<file path="src/rtl/alu_mc.sv">
// alu_mc: multi-cycle ALU with valid/ready on both sides and an iterative shift-add multiply.
// Optional: define ALU_MUL_EARLY_EXIT_EN to end a multiply as soon as the remaining multiplier bits are zero.
module alu_mc #(
  parameter int DATA_WIDTH = 32,
  parameter int CNT_WIDTH  = $clog2(DATA_WIDTH) + 1
) (
  input  logic                  clk,
  input  logic                  rst,
  input  logic                  in_valid,
  output logic                  in_ready,
  input  logic [DATA_WIDTH-1:0] A,
  input  logic [DATA_WIDTH-1:0] B,
  input  logic [2:0]            ALUop,
  output logic                  out_valid,
  input  logic                  out_ready,
  output logic [DATA_WIDTH-1:0] Result,
  output logic                  Overflow,
  output logic                  CarryOut,
  output logic                  Zero
);
  localparam int W = DATA_WIDTH;

  localparam logic [2:0] OP_AND  = 3'b000;
  localparam logic [2:0] OP_OR   = 3'b001;
  localparam logic [2:0] OP_ADD  = 3'b010;
  localparam logic [2:0] OP_XOR  = 3'b011;
  localparam logic [2:0] OP_MUL  = 3'b100;
  localparam logic [2:0] OP_SLTU = 3'b101;
  localparam logic [2:0] OP_SUB  = 3'b110;
  localparam logic [2:0] OP_SLT  = 3'b111;

  localparam logic [CNT_WIDTH-1:0] LAST_ITER = CNT_WIDTH'(W - 1);

  typedef enum logic [1:0] {S_IDLE, S_MUL, S_HOLD} state_t;

  typedef struct packed {
    logic [W-1:0] res;
    logic         ovf;
    logic         cy;
    logic         z;
  } rsp_t;

  state_t               r_state;
  rsp_t                 r_rsp;
  logic                 r_out_valid;
  logic [2*W-1:0]       r_mcand;
  logic [2*W-1:0]       r_acc;
  logic [W-1:0]         r_mplier;
  logic [CNT_WIDTH-1:0] r_cnt;

  logic                 w_accept;
  logic [W:0]           w_sum;
  logic [W:0]           w_dif;
  logic                 w_add_ovf;
  logic                 w_sub_ovf;
  logic                 w_slt;
  logic [W-1:0]         w_mplier_nxt;
  logic                 w_mul_done;
  rsp_t                 w_rsp;

  assign in_ready = (r_state == S_IDLE) && (!r_out_valid || out_ready);
  assign w_accept = in_valid && in_ready;

  // One adder for ADD and one subtractor shared by SUB/SLT/SLTU.
  assign w_sum     = {1'b0, A} + {1'b0, B};
  assign w_dif     = {1'b0, A} + {1'b0, ~B} + {{W{1'b0}}, 1'b1};
  assign w_add_ovf = (A[W-1] == B[W-1]) && (w_sum[W-1] != A[W-1]);
  assign w_sub_ovf = (A[W-1] != B[W-1]) && (w_dif[W-1] != A[W-1]);
  assign w_slt     = w_dif[W-1] ^ w_sub_ovf;

  always_comb begin
    w_rsp = '0;
    case (ALUop)
      OP_AND: w_rsp.res = A & B;
      OP_OR:  w_rsp.res = A | B;
      OP_XOR: w_rsp.res = A ^ B;
      OP_ADD: begin
        w_rsp.res = w_sum[W-1:0];
        w_rsp.cy  = w_sum[W];
        w_rsp.ovf = w_add_ovf;
      end
      OP_SUB: begin
        w_rsp.res = w_dif[W-1:0];
        w_rsp.cy  = w_dif[W];
        w_rsp.ovf = w_sub_ovf;
      end
      OP_SLT: begin
        w_rsp.res = {{(W-1){1'b0}}, w_slt};
        w_rsp.cy  = w_dif[W];
      end
      OP_SLTU: begin
        w_rsp.res = {{(W-1){1'b0}}, ~w_dif[W]};
        w_rsp.cy  = w_dif[W];
      end
      default: w_rsp.res = '0;  // OP_MUL result comes from the iterative path
    endcase
    w_rsp.z = (w_rsp.res == '0);
  end

  assign w_mplier_nxt = r_mplier >> 1;

`ifdef ALU_MUL_EARLY_EXIT_EN
  assign w_mul_done = (r_cnt == LAST_ITER) || (w_mplier_nxt == '0);
`else
  assign w_mul_done = (r_cnt == LAST_ITER);
`endif

  always_ff @(posedge clk) begin
    if (!rst) begin
      r_state     <= S_IDLE;
      r_rsp       <= '0;
      r_out_valid <= 1'b0;
      r_mcand     <= '0;
      r_acc       <= '0;
      r_mplier    <= '0;
      r_cnt       <= '0;
    end else begin
      case (r_state)
        S_IDLE: begin
          if (w_accept) begin
            if (ALUop == OP_MUL) begin
              // Accept implies any held result is retiring now or was already gone.
              r_mcand     <= {{W{1'b0}}, A};
              r_mplier    <= B;
              r_acc       <= '0;
              r_cnt       <= '0;
              r_out_valid <= 1'b0;
              r_state     <= S_MUL;
            end else begin
              r_rsp       <= w_rsp;
              r_out_valid <= 1'b1;
            end
          end else if (out_ready) begin
            r_out_valid <= 1'b0;
          end
        end
        S_MUL: begin
          if (r_mplier[0]) r_acc <= r_acc + r_mcand;
          r_mcand  <= r_mcand << 1;
          r_mplier <= w_mplier_nxt;
          r_cnt    <= r_cnt + CNT_WIDTH'(1);
          if (w_mul_done) r_state <= S_HOLD;
        end
        S_HOLD: begin
          r_rsp.res   <= r_acc[W-1:0];
          r_rsp.ovf   <= |r_acc[2*W-1:W];
          r_rsp.cy    <= 1'b0;
          r_rsp.z     <= (r_acc[W-1:0] == '0);
          r_out_valid <= 1'b1;
          r_state     <= S_IDLE;
        end
        default: r_state <= S_IDLE;
      endcase
    end
  end

  assign out_valid = r_out_valid;
  assign Result    = r_rsp.res;
  assign Overflow  = r_rsp.ovf;
  assign CarryOut  = r_rsp.cy;
  assign Zero      = r_rsp.z;

endmodule

</file>
<file path="config.mk">
export PLATFORM = sky130hd
export DESIGN_NAME = alu_mc
export DESIGN_NICKNAME = d
export VERILOG_FILES = /design/src/rtl/alu_mc.sv
export SDC_FILE = /design/constraint.sdc
export NUM_CORES = 1
export LEC_CHECK = 0
export CAP_MARGIN = 5
export CORE_MARGIN = 5
export CORE_UTILIZATION = 56
export CTS_CLUSTER_SIZE = 28
export DETAILED_ROUTE_END_ITERATION = 16
export PLACE_DENSITY_LB_ADDON = 0.12
export RECOVER_POWER = 100
export SYNTH_ARGS = -nofsm -noshare
export SYNTH_HDL_FRONTEND = slang
export SYNTH_SLANG_ARGS = --single-unit
</file>
<file path="constraint.sdc">
create_clock -name clk -period 5.5 [get_ports clk]
set_input_delay 1.65 -clock clk [delete_from_list [all_inputs] [get_ports clk]]
set_output_delay 1.65 -clock clk [all_outputs]
set_load 0.05 [all_outputs]
</file>
==> results.cfg <==
[global_routing]
grt_pass1_wl_um = 98000
grt_antenna_before_repair = 0
grt.total_usage_pct = 35.5
gr-total-overflow = 0
grt_pass1_vias = 18000
grt_max_degree = 79

[synthesis]
async_flop_share_pct = 0
synth_area_leaders = dfxtp_1 24%, ha_1 12%, a21oi_1 8.4%, nand2_1 5.8%, nor2_1 4.8%
ys_ff_latch = 204
synth-warning-count = 0
synth_nets = 2593
synth_cells = 2351
synth-main-ff-cell = dfxtp_1
yosysTopAreaCellShare_pct = 24.0
synth.largest_area_cell = dfxtp_1
yosysUniqueCellTypes = 86
ys_seq_area_share_pct = 24.0
syn_area_sq_mm = 0.0170
synth_enable_flop_cells = 0
postSynthAreaPerCell_sq_um = 7.24

[place]
port_buffers = 107
postPlaceCellArea_sq_mm = 0.0199
place.gp.congestion = 1.03
dp.cells = 2947
dp_hpwl_um = 47700

[power]
powerDensity_mw_per_mm2 = 212
p_comb_share_pct = 27.6
p_switching_mw = 1.45
p_total_mw = 4.37
seqPwrFrac_pct = 35.5
swShare_pct = 33.3
cellInternalPower_mw = 2.92
ir_drop_uv = 266
pwr-share-clk_pct = 36.9
p_leak_nw = 9.05

[timing]
hold_viol = 0
setup_violations = 0
worst_pin_slew_ns = 1.66
period_needed_ns = 5.32
final.setup.tns_ns = 0
fin_crit_sh_pct = 96.7
skew_ns = 0.0319
rsz0062_at_grt = false
slew_headroom_pct = -10.9
slew_viol_final = 70
timing.fmax_mhz = 188

[hold_path]
min_path_type = reg -> reg

[setup_path]
start_kind = input pin
critPathKind = in -> reg
arrival_ns = 5.82
required_ns = 6.00
endpoint_kind = flop
critPathMaxFanout = 4

[clocking]
cts_buffers = 24
post_cts_buffers = 0
cts_sinks = 204
holdBufCountCts = 0
cts_buffer_depth = 3
cts_tree = yes
h-tree-depth = 1
clockRootBuffer = clkbuf_16
clk_pin_slew_worst_paths_ns = 0.07
clk_latency_ns = 0.57

[finish]
nets = 2825
antenna_cells = 0
syn_to_final_growth_pct = 21.4
fin_cells = 2989
finalInstanceArea_sq_mm = 0.0207
drive_gt1_share_pct = 12.7

[floorplan]
die_x_um = 184
initial_core_util_pct = 57.1
core.rowCount = 63
io_pins = 108
die_y_um = 184
die-area_sq_mm = 0.0340
core-area_sq_mm = 0.0298

[route]
drt_iter0_markers = 2201
postRouteAntennaNets = 0
via_per_inst = 6.41
drc_errors = 0
firstDrtPassIters = 6
vias = 19200
routed_wl_um = 62900
wire_per_inst_um = 21.0

[status]
outcome = finished, violations left
violations = max-capacitance violations, max-slew violations

[flow_run]
maxCapViolCount = 2
## timing repair
action                                 CTS  global route
setup endpoints to repair                0             2
gates resized for setup                  0             6
endpoints found under the hold margin    0             0
## layout make-up
cell class | instances | area, sq um
tap | 390 | 488
inverter | 126 | 475
clock buffer | 30 | 663
sequential | 204 | 4080
timing repair buffer | 359 | 2930
multi-input combinational | 1868 | 11900
clock inverter | 12 | 131
fill | 2617 | 9130
## kinds of logic (layout without fill, tap and decap cells)
group / Yosys count / after routing / synth area share (%)
xor+xnor: 71 / 71 / 3.65
flops: 204 / 204 / 24.0
compound gates: 833 / 833 / 31.2
simple gates: 766 / 766 / 20.4
buf+inv: 279 / 527 / 6.30
fa+ha+maj: 171 / 171 / 12.7
mux: 27 / 27 / 1.69
## synthesized netlist by cell type (17+ instances only)
master,number
a211oi_1,21
a21o_1,61
a21oi_1,286
a22oi_1,56
a31oi_1,20
clkbuf_1,127
dfxtp_1,204
ha_1,167
inv_1,119
mux2i_1,25
nand2_1,262
nand3_1,102
nand4_1,34
nor2_1,218
nor3_1,31
nor4_1,26
o211ai_1,18
o21ai_0,160
o21bai_1,17
o221ai_1,34
o31ai_1,24
xnor2_1,46
xor2_1,25
## path summary, 6_finish.rpt
| path | start | end | slack, ns | cells after the start |
|---|---|---|---|---|
| max reg2reg | r_acc[0] | r_acc[44] | 1.05 | 13 |
| max | A[0] | Zero | 0.18 | 14 |
| min reg2reg | Result[8] | Result[8] | 0.45 | 2 |
| min | Result[8] | Result[8] | 0.45 | 2 |
## sequential cells by signal (all words and copies together) (netlist names), 2 cells and up
name,flops
Result,32
r_acc,64
r_cnt,6
r_mcand,64
r_mplier,32
r_state,2
## power groups by stage
stage               registers (mW)  logic, mW  clock network (mW)
detailed placement            1.58       1.18                   0
CTS                           1.55       1.19                1.63
global placement              1.58       1.17                   0
finish                        1.55       1.21                1.61
floorplan                     1.63      0.591                   0
global route                  1.55       1.29                1.69
## cells in the final DEF, fill, tap and decap left out, types with 26 or more instances in the layout
cell	n
a21o_1	61
dlygate4sd3_1	38
nor3_1	31
nor4_1	26
nand2_1	261
a22oi_1	56
clkdlybuf4s50_1	65
o21ai_0	162
ha_1	167
buf_4	240
xnor2_1	46
nand4_1	34
inv_1	119
a21oi_1	285
nor2_1	216
dfxtp_1	204
o221ai_1	34
nand3_1	102
## stage by stage
stage          hold slack [ns]  utilization (%)  setup WS [ns]
2_1_floorplan            0.441                -          0.479
3_3_place_gp             0.444             66.8         -0.304
3_5_place_dp             0.447             66.8         -0.412
4_1_cts                  0.456             69.4          0.141
5_1_grt                  0.472             69.4        0.00959
6_report                 0.451             69.4          0.182
## worst max-delay path, cell delays in order
cell and delay (ns):
clkdlybuf4s50_1 0.53, inv_1 0.08, ha_1 0.24, fa_2 0.39, o21ba_2 0.23, or4_1 0.44
nand4_1 0.15, a21oi_2 0.08, xnor2_1 0.15, a211o_1 0.31, or4_1 0.58, or4_1 0.52
nor4_1 0.27, a41o_1 0.19
## layer usage
| metal | vias to the layer above | track usage (%) | share of wire, % |
|---|---|---|---|
| met5 | - | 0 | 0 |
| met4 | 0 | 13.4 | 4.4 |
| met3 | 179 | 4.60 | 8.1 |
| met2 | 869 | 59.8 | 47 |
| met1 | 9073 | 46.4 | 41 |
| li1 | 9029 | - | - |
Power figures use the tool's default switching activity.
